## src/rtl/bus_xbar_rr.sv

```systemverilog
// Round-robin crossbar between NUM_MASTERS request ports and NUM_SLAVES target ports.
// Each slave runs its own grant FSM. Each master has at most one transaction in flight.
module bus_xbar_rr #(
    parameter int unsigned NUM_MASTERS = 2,
    parameter int unsigned NUM_SLAVES  = 2,
    parameter int unsigned SEL_LSB     = 28
) (
    input  logic                      clock,
    input  logic                      reset,
    input  logic [NUM_MASTERS-1:0]    io_masterFace_in_valid,
    output logic [NUM_MASTERS-1:0]    io_masterFace_in_ready,
    input  logic [3*NUM_MASTERS-1:0]  io_masterFace_in_bits_opcode,
    input  logic [32*NUM_MASTERS-1:0] io_masterFace_in_bits_address,
    input  logic [4*NUM_MASTERS-1:0]  io_masterFace_in_bits_mask,
    input  logic [32*NUM_MASTERS-1:0] io_masterFace_in_bits_data,
    output logic [NUM_MASTERS-1:0]    io_masterFace_out_valid,
    input  logic [NUM_MASTERS-1:0]    io_masterFace_out_ready,
    output logic [32*NUM_MASTERS-1:0] io_masterFace_out_bits_data,
    output logic [NUM_MASTERS-1:0]    io_masterFace_out_bits_error,
    output logic [NUM_SLAVES-1:0]     io_slaveFace_in_valid,
    input  logic [NUM_SLAVES-1:0]     io_slaveFace_in_ready,
    output logic [3*NUM_SLAVES-1:0]   io_slaveFace_in_bits_opcode,
    output logic [32*NUM_SLAVES-1:0]  io_slaveFace_in_bits_address,
    output logic [4*NUM_SLAVES-1:0]   io_slaveFace_in_bits_mask,
    output logic [32*NUM_SLAVES-1:0]  io_slaveFace_in_bits_data,
    input  logic [NUM_SLAVES-1:0]     io_slaveFace_out_valid,
    output logic [NUM_SLAVES-1:0]     io_slaveFace_out_ready,
    input  logic [32*NUM_SLAVES-1:0]  io_slaveFace_out_bits_data
);

    localparam int unsigned MW = (NUM_MASTERS > 1) ? $clog2(NUM_MASTERS) : 1;

    localparam logic [1:0] IDLE  = 2'd0;
    localparam logic [1:0] GRANT = 2'd1;
    localparam logic [1:0] RESP  = 2'd2;

    logic [1:0]             state    [NUM_SLAVES];
    logic [1:0]             stateNxt [NUM_SLAVES];
    logic [MW-1:0]          own      [NUM_SLAVES];
    logic [MW-1:0]          ownNxt   [NUM_SLAVES];
    logic [MW-1:0]          rr       [NUM_SLAVES];
    logic [MW-1:0]          rrNxt    [NUM_SLAVES];
    logic [3:0]             tgt      [NUM_MASTERS];
    logic [NUM_MASTERS-1:0] badAddr;
    logic [NUM_MASTERS-1:0] busy;
    logic [NUM_MASTERS-1:0] errPend;
    logic [NUM_MASTERS-1:0] aFire;
    logic [NUM_MASTERS-1:0] dFire;
    logic [MW-1:0]          idx;
    logic                   found;
    int unsigned            om;

    // Slave-select decode per master
    always_comb begin
        for (int unsigned m = 0; m < NUM_MASTERS; m++) begin
            tgt[m]     = io_masterFace_in_bits_address[32*m+SEL_LSB +: 4];
            badAddr[m] = (tgt[m] >= 4'(NUM_SLAVES));
        end
    end

    assign aFire = io_masterFace_in_valid & io_masterFace_in_ready;
    assign dFire = io_masterFace_out_valid & io_masterFace_out_ready;

    // Per-slave arbitration FSM, next state
    always_comb begin
        idx   = '0;
        found = 1'b0;
        for (int unsigned s = 0; s < NUM_SLAVES; s++) begin
            stateNxt[s] = state[s];
            ownNxt[s]   = own[s];
            rrNxt[s]    = rr[s];
            found       = 1'b0;
            case (state[s])
                IDLE: begin
                    for (int unsigned k = 0; k < NUM_MASTERS; k++) begin
                        idx = MW'((32'(rr[s]) + k) % NUM_MASTERS);
                        if (!found && io_masterFace_in_valid[idx] && !busy[idx] &&
                            !badAddr[idx] && (tgt[idx] == 4'(s))) begin
                            found     = 1'b1;
                            ownNxt[s] = idx;
                        end
                    end
                    if (found) stateNxt[s] = GRANT;
                end
                GRANT: begin
                    if (io_slaveFace_in_ready[s]) begin
                        stateNxt[s] = RESP;
                        rrNxt[s]    = MW'((32'(own[s]) + 32'd1) % NUM_MASTERS);
                    end
                end
                RESP: begin
                    if (io_slaveFace_out_valid[s] && io_masterFace_out_ready[own[s]])
                        stateNxt[s] = IDLE;
                end
                default: stateNxt[s] = IDLE;
            endcase
        end
    end

    // Routing of A and D channels; anything not owned by a grant stays 0
    always_comb begin
        io_masterFace_in_ready       = '0;
        io_masterFace_out_valid      = '0;
        io_masterFace_out_bits_data  = '0;
        io_masterFace_out_bits_error = '0;
        io_slaveFace_in_valid        = '0;
        io_slaveFace_in_bits_opcode  = '0;
        io_slaveFace_in_bits_address = '0;
        io_slaveFace_in_bits_mask    = '0;
        io_slaveFace_in_bits_data    = '0;
        io_slaveFace_out_ready       = '0;
        om                           = '0;
        for (int unsigned m = 0; m < NUM_MASTERS; m++) begin
            if (errPend[m]) begin
                io_masterFace_out_valid[m]      = 1'b1;
                io_masterFace_out_bits_error[m] = 1'b1;
            end else if (io_masterFace_in_valid[m] && !busy[m] && badAddr[m]) begin
                io_masterFace_in_ready[m] = 1'b1;
            end
        end
        for (int unsigned s = 0; s < NUM_SLAVES; s++) begin
            om = 32'(own[s]);
            case (state[s])
                GRANT: begin
                    io_slaveFace_in_valid[s]              = 1'b1;
                    io_slaveFace_in_bits_opcode[3*s +: 3]   = io_masterFace_in_bits_opcode[3*om +: 3];
                    io_slaveFace_in_bits_address[32*s +: 32] = io_masterFace_in_bits_address[32*om +: 32];
                    io_slaveFace_in_bits_mask[4*s +: 4]     = io_masterFace_in_bits_mask[4*om +: 4];
                    io_slaveFace_in_bits_data[32*s +: 32]   = io_masterFace_in_bits_data[32*om +: 32];
                    io_masterFace_in_ready[own[s]]        = io_slaveFace_in_ready[s];
                end
                RESP: begin
                    io_masterFace_out_valid[own[s]] = io_slaveFace_out_valid[s];
                    if (io_slaveFace_out_valid[s])
                        io_masterFace_out_bits_data[32*om +: 32] = io_slaveFace_out_bits_data[32*s +: 32];
                    io_slaveFace_out_ready[s] = io_masterFace_out_ready[own[s]];
                end
                default: ;
            endcase
        end
    end

    // State registers; reset drops any transaction in flight
    always_ff @(posedge clock) begin
        if (reset) begin
            for (int unsigned s = 0; s < NUM_SLAVES; s++) begin
                state[s] <= IDLE;
                own[s]   <= '0;
                rr[s]    <= '0;
            end
            busy    <= '0;
            errPend <= '0;
        end else begin
            for (int unsigned s = 0; s < NUM_SLAVES; s++) begin
                state[s] <= stateNxt[s];
                own[s]   <= ownNxt[s];
                rr[s]    <= rrNxt[s];
            end
            busy    <= (busy & ~dFire) | aFire;
            errPend <= (errPend & ~dFire) | (aFire & badAddr);
        end
    end

endmodule

```

## config.mk

```make
export PLATFORM = sky130hd
export DESIGN_NAME = bus_xbar_rr
export DESIGN_NICKNAME = d
export VERILOG_FILES = /design/src/rtl/bus_xbar_rr.sv
export SDC_FILE = /design/constraint.sdc
export NUM_CORES = 1
export LEC_CHECK = 0
export CAP_MARGIN = 20
export CORE_AREA = 5 5 166 168
export CTS_CLUSTER_SIZE = 25
export DETAILED_ROUTE_END_ITERATION = 6
export DIE_AREA = 0 0 171 173
export PLACE_DENSITY = 0.56
export SETUP_SLACK_MARGIN = 0.4
export SLEW_MARGIN = 20
export SYNTH_ARGS = -nofsm -noshare
export SYNTH_HDL_FRONTEND = slang
export SYNTH_SLANG_ARGS = --single-unit
```

## constraint.sdc

```tcl
create_clock -name clock -period 1.8 [get_ports clock]
set_input_delay 0.36 -clock clock [delete_from_list [all_inputs] [get_ports clock]]
set_output_delay 0.36 -clock clock [all_outputs]
set_load 0.03 [all_outputs]
```

## Word-level counts from Yosys, hierarchy flattened

Memories as Yosys holds them, arrays and structs flattened.
Cells that the tools add are included.

| storage, ports and cells | value |
|---|---|
| word-level logic and storage cells | 212 |
| output and inout bits | 216 |
| register bits | 4 |
| bits in read-only memories | 0 |
| bits in latches | 0 |
| input bits | 216 |
| RAM bits | 8 |
| memories kept | 3 |

Memory list:

| memory | depth | bits a word | rd ports | clocked after memory_dff | write ports | line | RTL |
|---|---|---|---|---|---|---|---|
| state | 2 | 2 | 2 | 0 | 2 | 37 | `logic [1:0] state [NUM_SLAVES];` |
| own | 2 | 1 | 2 | 0 | 2 | 39 | `logic [MW-1:0] own [NUM_SLAVES];` |
| rr | 2 | 1 | 2 | 0 | 2 | 41 | `logic [MW-1:0] rr [NUM_SLAVES];` |

| cells by class | value |
|---|---|
| order comparisons | 14 |
| shift operators | 12 |
| bitwise logic cells | 19 |
| add/subtract/negate cells | 6 |
| muxes and demuxes | 110 |
| divide/modulo/power cells | 0 |
| reduce and logical (&&, ||, !) cells | 38 |
| equal/unequal tests | 6 |
| multipliers | 2 |

Operator list:

| kind | number |
|---|---|
| $mux 64 | 4 |
| $shiftx 64x7->32 | 4 |
| $mux 32 | 4 |
| $shift 32x34->64 const A | 2 |
| $shiftx 32x34->64 | 2 |
| $neg 6->34 | 2 |
| $mux 1 | 65 |
| $and 64x64->64 | 1 |
| $bwmux 64 | 1 |
| $mux 4 | 14 |
| $mux 2 | 12 |
| $logic_and 1x1->1 | 22 |
| $shiftx 8x4->4 | 2 |
| $logic_not 1->1 | 12 |
| $lt 1x2->1 const B | 6 |
| $pmux 2 s3 | 2 |
| $shiftx 6x4->3 | 2 |
| $and 2x2->2 | 5 |
| $bwmux 2 | 4 |
| $eq 4x1->1 const B | 2 |
| $ge 2x2->1 const B | 4 |
| $ge 4x2->1 const B | 2 |
| $logic_not 4->1 | 2 |
| $not 1->2 | 4 |
| other kinds (11) | 27 |

## Depth between registers and ports, before layout

Gate-level depths: netlist of the first run.
An unclocked memory read counts as a cell.

| logic depth | value |
|---|---|
| depth after elaboration | 19 |
| gate-level depth with buffers | 6 |
| mapped depth without buffers | 5 |

## Worst setup path after synthesis of the first run

No wires, ideal clock.

| path | value |
|---|---|
| kind | register -> output |
| start point | memory own[0][0] in the netlist's numbering |
| end point | output io_masterFace_out_bits_data[10] |
| data arrival time | 1.733 ns |
| cell stages (with the launch flop) | 7 |
| path slack | -0.293 ns |
| data required time | 1.440 ns |
| buffers on the path | 3 |
| cell sequence | dfxtp_1 > buf_2 > nor4bb_1 > clkbuf_1 > clkbuf_1 > nand2_1 > o21ai_1 |

RTL lines:

| item | line | RTL |
|---|---|---|
| from (decl) | 39 |  |
| to (decl) | 18 | `output logic [32*NUM_MASTERS-1:0] io_masterFace_out_bits_data,` |

==> results.txt, run 1 <==
share of the synthesized area in the top cell type: 37.33%
RSZ-0062 raised after global routing: yes
Synth Cell Area: 3861 sq um
vias per inst: 4.673
initial core utilization: 14.99%
Top Ports: 432
Post-DP HPWL: 23,260 microns
hold_buf cts: 0
main flop type after synthesis: dfxtp_1
CP startpoint: state[0][0]$_SDFFE_PP0P_
failing checks: setup timing
Setup crit start kind: flip-flop
drt wl/cell: 22.37 microns
Final Wtd Congestion: 0.8587
final hold vios: 0
via count: 7,294
CTS clk-pin slew, worst paths: 40 ps
Max-slew headroom: 68.58%
PwrDens: 202.2 nW/um^2
FF+latch count, synth: 12
Critical Path Sink: io_masterFace_out_bits_data[13]
drt total wl: 34,920 microns
grt total ovfl: 0
layout cells sized above 1: 67.59%
worst setup margin: -379.8 ps
VDD IR max: 176.0 uV
DRT Pass-1 Iters: 5
Setup CP Type: reg2out
post-route ant nets: 0
initial antenna violation count: 4
nets: 1,443
status: complete, but fails checks
Critical Path Sink Type: output pin
reg2reg end: busy[0]$_SDFF_PP0_
number of global-route vias before repair: 7,533
R2R Path Start: state[0][1]$_SDFFE_PP0P_
Die Height: 173 microns
fill count: 2,043
clock sinks: 12
worst-path fanout max: 6
area grow syn2layout: 296.7%
Die ar.: 29,580 sq um
Lkg Pwr: 5.884 nW
Async SR Flop Fraction: 0%
# setup viols final: 210
Hold WC Path Type: reg2reg
clk_skew: 0.9182 ps
# DRC: 0
ranking of synthesized cells by area: mux2i_1, nor2_1, nand2_1
core area: 25,760 sq um
Synthesized Nets: 851
Pins Over Slew Limit: 0
register area: 254.0 sq um
WHS: 518.9 ps
fin crit period: 2180 ps
CTS max path bufs: 2
DRT iter0 DRCs: 283
flop-to-flop setup slack: 30 ps
Post-Synthesis Cells: 635
Yosys warning count: 0
global-route wire length before repair: 47,600 microns
placed cell areas: 11,220 sq um
multi-input logic area: 6549 sq um
CTS tree: built
Final Util: 59.45%
Final period util: 121.1%
max cap viols: 0
Register-to-Register Path Depth: 9
GRT Total Usage: 20.65%
largest net degree at the start of global routing: 18
PortBufs: 431
Die Wd: 171 microns
syn avg cell area: 6.081 sq um
synth unique cells: 42
Root Driver: clkbuf_16
CP required: 1440 ps
area leader, netlist: mux2i_1
crit path DAT: 1820 ps
PnR Total Power: 0.003097 W
Post-synth EDFFs: 0
Rows: 59
clk_lat worst skew: 250 ps
fmax: 458.8 MHz
H-tree Lvls: 1
Worst Tran Pin Value: 466.4 ps
total CTS buffers: 3
cell area after layout: 15,320 sq um
register area share after synthesis: 6.222%
==> worst min path at each step <==
stage / from / end / slack [ps] / cells after the start
2_1_floorplan: rr[0][1]$_SDFFE_PP0P_ / own[0][1]$_SDFFE_PP0P_ / 450 / 2
3_3_place_gp: busy[0]$_SDFF_PP0_ / busy[0]$_SDFF_PP0_ / 490 / 2
3_5_place_dp: rr[0][1]$_SDFFE_PP0P_ / own[0][1]$_SDFFE_PP0P_ / 480 / 2
4_1_cts: rr[0][1]$_SDFFE_PP0P_ / own[0][1]$_SDFFE_PP0P_ / 510 / 2
5_1_grt: rr[0][1]$_SDFFE_PP0P_ / rr[0][1]$_SDFFE_PP0P_ / 550 / 2
6_report: rr[0][1]$_SDFFE_PP0P_ / own[0][1]$_SDFFE_PP0P_ / 520 / 2
==> what timing repair did <==
item                       4_1_cts  5_1_grt
cloned                          25       12
setup endpoints to repair      223      225
setup buffers                   41       31
resized for setup              335      279
pin swaps                       37       90
==> metrics by stage <==
step / setup slack (ps) / std cells / TNS (ps)
global placement: -436.0 / 1448 / -31460
global route: -455.2 / 1561 / -51370
finish: -379.8 / 1561 / -39450
floorplan: -142.4 / 635 / -3418
detailed placement: -451.2 / 1448 / -32880
CTS: -365.6 / 1517 / -38200
==> cell usage after synthesis (3+ instances only) <==
| master | count |
|---|---|
| nand2b_1 | 7 |
| o21ai_0 | 6 |
| nand3_1 | 33 |
| o21ai_1 | 33 |
| inv_1 | 8 |
| clkbuf_1 | 29 |
| o32ai_1 | 4 |
| buf_2 | 23 |
| or3b_1 | 3 |
| dfxtp_1 | 12 |
| nor3b_1 | 3 |
| o31ai_1 | 3 |
| buf_1 | 4 |
| nand2_1 | 131 |
| mux2i_1 | 144 |
| a21oi_1 | 6 |
| nor2_1 | 148 |
| nand3b_1 | 3 |
| nor2b_1 | 5 |
| nor3_1 | 3 |
==> power by group <==
group          switching, W  internal [W]
Combinational       0.00109       0.00129
Clock              0.000129      0.000291
Sequential        0.0000168      0.000279
Total               0.00124       0.00186
==> state kept, by name (all words and copies together) (netlist names) <==
name and cells:
busy 2, state 4, rr 2, errPend 2
own 2
==> critical path: stages (launching register included) <==
cell and delay [ps]:
dfxtp_2 320, buf_6 130, nor4bb_4 290, buf_4 180, buf_6 110, clkbuf_16 150, nand2_4 50, o21ai_4 180
buf_6 150
==> placed cells by master (no fill, tap or decap), types with 30 or more instances in the layout <==
| cell type | count |
|---|---|
| buf_12 | 68 |
| o21ai_4 | 31 |
| nand2_1 | 66 |
| mux2i_4 | 109 |
| clkdlybuf4s50_1 | 201 |
| buf_16 | 34 |
| nand3_1 | 30 |
| nor2_4 | 115 |
| buf_6 | 201 |
| buf_4 | 102 |
| nand2_4 | 40 |
==> logic make-up (layout without fill, tap and decap cells) <==
group	after synthesis	in the layout	share of synthesized area (%)
AND/OR/NAND/NOR	344	344	37.33
AO/OA/AOI/OAI	66	66	11.21
flip-flops	12	12	6.222
multiplexers	144	144	37.33
other	0	1	0
buffers and inverters	69	659	7.906
==> routing by layer <==
layer	GRT usage [%]	share of wire (%)	wire, microns	up-vias
met5	0	0.097	34	-
met4	4.853	2.7	950	6
met3	6.233	8.4	2941	63
met2	38.03	52	18160	342
met1	23.08	37	12830	3503
li1	-	-	-	3380
==> cell type report <==
| type | count | area share [%] |
|---|---|---|
| flip-flops and latches | 12 | 1.658 |
| inverters | 10 | 0.3022 |
| clock buffers | 3 | 0.4901 |
| repair buffers | 646 | 52.04 |
| well taps | 335 | 2.736 |
| diodes | 1 | 0.01634 |
| multi-input cells | 554 | 42.75 |
No activity file was read; power rests on OpenSTA's default activity.
==> run 2: changes to the inputs <==
==> constraint.sdc (replaced) <==
create_clock -name clock -period 1.8 [get_ports clock]
set_input_delay 0.36 -clock clock [delete_from_list [all_inputs] [get_ports clock]]
set_output_delay 0.36 -clock clock [all_outputs]
set_load 0.02 [all_outputs]
==> results.txt, run 2 (synthesis gave the netlist of run 1 again) <==
status: complete, but fails checks
failing checks: setup timing
cell area after layout: 13,320 sq um (-13%)
PwrDens: 202.4 nW/um^2 (about the same)
number of global-route vias before repair: 7,110 (-5.6%)
Rows: 59 (unchanged)
global-route wire length before repair: 44,220 microns (-7.1%)
WP buf/inv: 6 (+1)
post-route ant nets: 0 (unchanged)
PortBufs: 431 (unchanged)
hold path start: busy[0]$_SDFF_PP0_
register area: 255.2 sq um (+0.49%)
multi-input logic area: 5543 sq um (-15%)
delay-heaviest family, CP: buffers and inverters
Critical Path Sink Type: output pin
area grow syn2layout: 245.0%
Lkg Pwr: 5.325 nW (-9.5%)
cell-internal power: 0.001710 W (-7.8%)
crit path DAT: 1870 ps (+50 ps)
Biggest register: state
flop-to-flop setup slack: -30 ps (-60 ps)
Root Driver: clkbuf_16
H-tree Lvls: 1 (unchanged)
# DRC: 0 (unchanged)
Die Height: 173 microns (unchanged)
clk_lat worst skew: 240 ps (about the same)
Worst Tran Pin Value: 340.4 ps (-126.0 ps)
RSZ-0062 raised after global routing: yes
Setup CP Type: reg2out
layout cells sized above 1: 54.91% (-13 points)
worst path cell trace: or3b_4, nor2_4, buf_6, buf_12, buf_16, buf_6, buf_6, o21ai_2, buf_6
worst-path fanout max: 5 (-1)
GRT Total Usage: 19.07% (-1.6 points)
fin crit period: 2228 ps (+48.28 ps)
DRT Pass-1 Iters: 5 (unchanged)
# setup viols final: 202 (-3.8%)
core area: 25,760 sq um (unchanged)
CTS tree: built
R2R Path Start: state[0][0]$_SDFFE_PP0P_
clock share of power: 17.2% (+3.6 points)
largest net degree at the start of global routing: 25 (+7)
Final period util: 123.8% (+2.7 points)
max FFs per register: 4 (unchanged)
DRT iter0 DRCs: 259 (-8.5%)
Die Wd: 171 microns (unchanged)
commonest non-fill, non-tap cell in the layout: clkdlybuf4s50_1
placed cell areas: 11,460 sq um (+2.1%)
Final Wtd Congestion: 0.8473 (-1.3%)
CP required: 1440 ps (about the same)
WHS Endpoint: busy[0]$_SDFF_PP0_
clock sinks: 12 (unchanged)
drt wl/cell: 19.75 microns (-12%)
clk_skew: 1.155 ps (+0.2368 ps)
Post-DP HPWL: 22,810 microns (-1.9%)
nets: 1,430 (-0.90%)
Flop pwr share: 10.9% (+1.3 points)
Switch Pwr: 0.0009856 W (-21%)
Max-slew headroom: 77.21% (+8.6 points)
CP max stage cell: or3b_4
CTS clk-pin slew, worst paths: 50 ps (about the same)
Final Util: 51.70% (-7.8 points)
CTS max path bufs: 2 (unchanged)
initial core utilization: 14.99% (unchanged)
Hold WC Path Type: reg2reg
via count: 6,823 (-6.5%)
Die ar.: 29,580 sq um (unchanged)
Top Ports: 432 (unchanged)
Top cell by count, worst path: buf_6
worst setup margin: -428.1 ps (-48.28 ps)
vias per inst: 4.405 (-5.7%)
VDD IR max: 213.9 uV (+22%)
initial antenna violation count: 1 (-3)
drt total wl: 30,590 microns (-12%)
Sw Ratio: 36.56% (-3.5 points)
Setup crit start kind: flip-flop
Pins Over Slew Limit: 0 (unchanged)
Gate power share: 71.9% (-5.0 points)
fmax: 448.8 MHz (-2.2%)
delay of the slowest critical-path stage: 390 ps (+70 ps)
grt total ovfl: 0 (unchanged)
total CTS buffers: 3 (unchanged)
fill count: 2,320 (+14%)
final hold vios: 0 (unchanged)
Hold Path Depth: 2 (unchanged)
reg2reg end: busy[0]$_SDFF_PP0_
Register-to-Register Path Depth: 8 (-1)
most frequent cells in the layout: clkdlybuf4s50_1, buf_4, buf_6, nor2_4, nand2_1
max cap viols: 0 (unchanged)
==> run 2: power groups by stage <==
stage	logic, W	registers (W)	clock network, W
global route	0.00204	0.000295	0.000495
finish	0.00194	0.000293	0.000464
detailed placement	0.00174	0.000297	0
floorplan	0.000735	0.000301	0
global placement	0.00173	0.000296	0
CTS	0.00187	0.000292	0.000475
==> run 2: repair_timing <==
action,in CTS,in global routing
buffers inserted,43,28
hold buffers,0,0
cloned,20,5
resized for setup,809,186
endpoints found under the setup margin,226,226
pin swaps,20,8
==> run 2: worst register-to-register path, stage by stage (launching register included) <==
cell and delay, ps:
dfxtp_4 350, buf_12 130, buf_4 140, or3b_4 390
a211oi_4 240, buf_4 150, buf_4 90, nor2_1 40
o32ai_1 200
==> run 2: area by class of cell <==
class | instances | area share (%)
Sequential cell | 12 | 1.916
Multi-Input combinational cell | 555 | 41.61
Inverter | 10 | 0.3288
Antenna cell | 1 | 0.01879
Tap cell | 335 | 3.147
Timing Repair Buffer | 632 | 52.31
Clock buffer | 4 | 0.6669
==> run 2: worst max-delay path by stage <==
stage                                                 start                              end  cells past startpoint
after global placement    io_masterFace_in_bits_address[62]        io_masterFace_in_ready[1]                      6
final                                own[0][1]$_SDFFE_PP0P_   io_masterFace_out_bits_data[1]                      9
after CTS                            own[0][1]$_SDFFE_PP0P_  io_masterFace_out_bits_data[56]                      7
after detailed placement          io_slaveFace_out_valid[0]  io_masterFace_out_bits_data[30]                      6
after global routing                 own[0][1]$_SDFFE_PP0P_  io_masterFace_out_bits_data[45]                      8
after floorplan                    state[0][3]$_SDFFE_PP0P_  io_masterFace_out_bits_data[10]                      6
==> run 2: per-stage QoR <==
| step | power, W | worst slack (ps) | instances | TNS (ps) | hold slack [ps] |
|---|---|---|---|---|---|
| 2_1_floorplan | 0.001037 | -17.97 | 635 | -352.3 | 453.9 |
| 3_3_place_gp | 0.002031 | -914.6 | 1448 | -97470 | 489.7 |
| 3_5_place_dp | 0.002040 | -887.1 | 1448 | -98440 | 500.8 |
| 4_1_cts | 0.002638 | -382.0 | 1515 | -46670 | 507.3 |
| 5_1_grt | 0.002832 | -492.8 | 1549 | -58070 | 536.7 |
| 6_report | 0.002696 | -428.1 | 1549 | -44820 | 499.5 |
==> run 2: layer usage <==
metal / vias to the layer above / track usage, % / part of all wire (%)
met1: 3179 / 23.02 / 39
met4: 0 / 3.500 / 1.6
met2: 270 / 34.41 / 51
li1: 3346 / - / -
met3: 28 / 4.566 / 8.2
met5: - / 0 / 0
==> run 3: changes to the inputs <==
--- a/config.mk
+++ b/config.mk
@@ -6,11 +6,14 @@
 export NUM_CORES = 1
 export LEC_CHECK = 0
 export CAP_MARGIN = 20
-export CORE_AREA = 5 5 166 168
+export CELL_PAD_IN_SITES_DETAIL_PLACEMENT = 2
+export CELL_PAD_IN_SITES_GLOBAL_PLACEMENT = 2
+export CORE_MARGIN = 5
+export CORE_UTILIZATION = 12
 export CTS_CLUSTER_SIZE = 25
 export DETAILED_ROUTE_END_ITERATION = 6
-export DIE_AREA = 0 0 171 173
-export PLACE_DENSITY = 0.56
+export MAX_ROUTING_LAYER = met4
+export PLACE_DENSITY = 0.9
 export SETUP_SLACK_MARGIN = 0.4
 export SLEW_MARGIN = 20
 export SYNTH_ARGS = -nofsm -noshare
==> results.txt, run 3 (synthesis gave the netlist of run 1 again) <==
crit path DAT: 1950 ps (+80 ps)
PwrDens: 208.8 nW/um^2 (+3.1%)
status: complete, but fails checks
fin crit period: 2308 ps (+80.38 ps)
initial antenna violation count: 10 (+9)
CTS clk-pin slew, worst paths: 50 ps (about the same)
number of global-route vias before repair: 8,393 (+18%)
Die Wd: 189.4 microns (+11%)
core area: 31,640 sq um (+23%)
placed cell areas: 11,440 sq um (-0.16%)
Final Wtd Congestion: 0.8802 (+3.9%)
fmax: 433.2 MHz (-3.5%)
failing checks: setup timing
Worst Tran Pin Value: 738.2 ps (+397.8 ps)
drt total wl: 48,350 microns (+58%)
largest net degree at the start of global routing: 19 (-24%)
Die Height: 189.4 microns (+9.5%)
CTS tree: built
Hold WC Path Type: reg2reg
GRT Total Usage: 22.19% (+3.1 points)
cell area after layout: 14,300 sq um (+7.4%)
post-route ant nets: 0 (unchanged)
commonest non-fill, non-tap cell in the layout: clkdlybuf4s50_1
multi-input logic area: 6097 sq um (+10%)
DRT iter0 DRCs: 204 (-21%)
Lkg Pwr: 5.652 nW (+6.1%)
Post-DP HPWL: 29,910 microns (+31%)
most frequent cells in the layout: clkdlybuf4s50_1, buf_6, buf_4, mux2i_4, nor2_4
Biggest register: state
CP required: 1440 ps (about the same)
clock sinks: 12 (unchanged)
max FFs per register: 4 (unchanged)
Top Ports: 432 (unchanged)
clk_skew: 1.294 ps (+0.1388 ps)
VDD IR max: 313.9 uV (+47%)
# DRC: 0 (unchanged)
Final period util: 128.2% (+4.5 points)
max cap viols: 0 (unchanged)
Root Driver: clkbuf_16
drt wl/cell: 29.19 microns (+48%)
Critical Path Sink Type: output pin
total CTS buffers: 3 (unchanged)
PnR Total Power: 0.002986 W (+11%)
clk_lat worst skew: 250 ps (about the same)
DRT Pass-1 Iters: 4 (-1)
Final Util: 45.20% (-6.5 points)
nets: 1,460 (+2.1%)
fill count: 3,160 (+36%)
worst-path fanout max: 15 (+10)
CTS max path bufs: 2 (unchanged)
Max-slew headroom: 50.68% (-27 points)
initial core utilization: 12.20% (-2.8 points)
# setup viols final: 218 (+7.9%)
Setup crit start kind: flip-flop
PortBufs: 431 (unchanged)
Setup CP Type: reg2out
register area: 257.7 sq um (+0.98%)
RSZ-0062 raised after global routing: yes
Rows: 65 (+10%)
TNS Setup: -57,150 ps (-12,330 ps)
worst setup margin: -508.5 ps (-80.38 ps)
Die ar.: 35,860 sq um (+21%)
vias per inst: 4.655 (+5.7%)
final hold vios: 0 (unchanged)
grt total ovfl: 0 (unchanged)
global-route wire length before repair: 58,670 microns (+33%)
Pins Over Slew Limit: 0 (unchanged)
WHS: 581.3 ps (+81.75 ps)
area grow syn2layout: 270.4%
layout cells sized above 1: 66.53% (+12 points)
via count: 7,709 (+13%)
H-tree Lvls: 1 (unchanged)
## run 3: final timing paths
path | to | slack [ps] | from | cells after the start
hold / removal | rr[0][1]$_SDFFE_PP0P_ | 580 | rr[0][1]$_SDFFE_PP0P_ | 2
setup reg to reg | busy[0]$_SDFF_PP0_ | -310 | own[0][0]$_SDFFE_PP0P_ | 8
setup / recovery | io_masterFace_out_bits_data[30] | -510 | own[0][1]$_SDFFE_PP0P_ | 7
hold reg to reg | rr[0][1]$_SDFFE_PP0P_ | 580 | rr[0][1]$_SDFFE_PP0P_ | 2
## run 3: cell type report
type / instances / share of cell area (%)
repair buffers: 663 / 51.00
multi-input cells: 554 / 42.63
well taps: 402 / 3.517
flip-flops and latches: 12 / 1.802
clock buffers: 3 / 0.5249
inverters: 10 / 0.3062
diodes: 11 / 0.1925
clock inverters: 1 / 0.02625
## run 3: metrics by stage
step	cells	setup WS (ps)
4_1_cts	1573	-366.7
5_1_grt	1655	-539.4
3_5_place_dp	1508	-936.0
6_report	1656	-508.5
3_3_place_gp	1508	-862.8
2_1_floorplan	635	-17.97
## run 3: power by group
group          switching (W)  total [W]  internal [W]
Combinational        0.00107    0.00225       0.00118
Clock               0.000148   0.000443      0.000295
Sequential         0.0000188   0.000295      0.000276
## run 3: what timing repair did
action	CTS	global route
endpoints found under the setup margin	226	227
hold buffers	0	0
cloned	13	10
buffers inserted	48	62
gates resized for setup	812	626
pin swaps	19	43
## run 3: routing by layer
layer | wire [microns] | up-vias | GRT usage, %
li1 | - | 3424 | -
met1 | 17610 | 3884 | 23.52
met2 | 26830 | 305 | 42.65
met3 | 2014 | 96 | 3.485
met4 | 1882 | 0 | 5.843
met5 | 0 | - | -
## run 3: worst max-delay path: stages, from the launching register on
cell and delay [ps]:
dfxtp_4 360, or3b_4 410, nor2_4 250, buf_6 160, buf_12 140, nand2_1 110, o21ai_2 100, buf_6 140
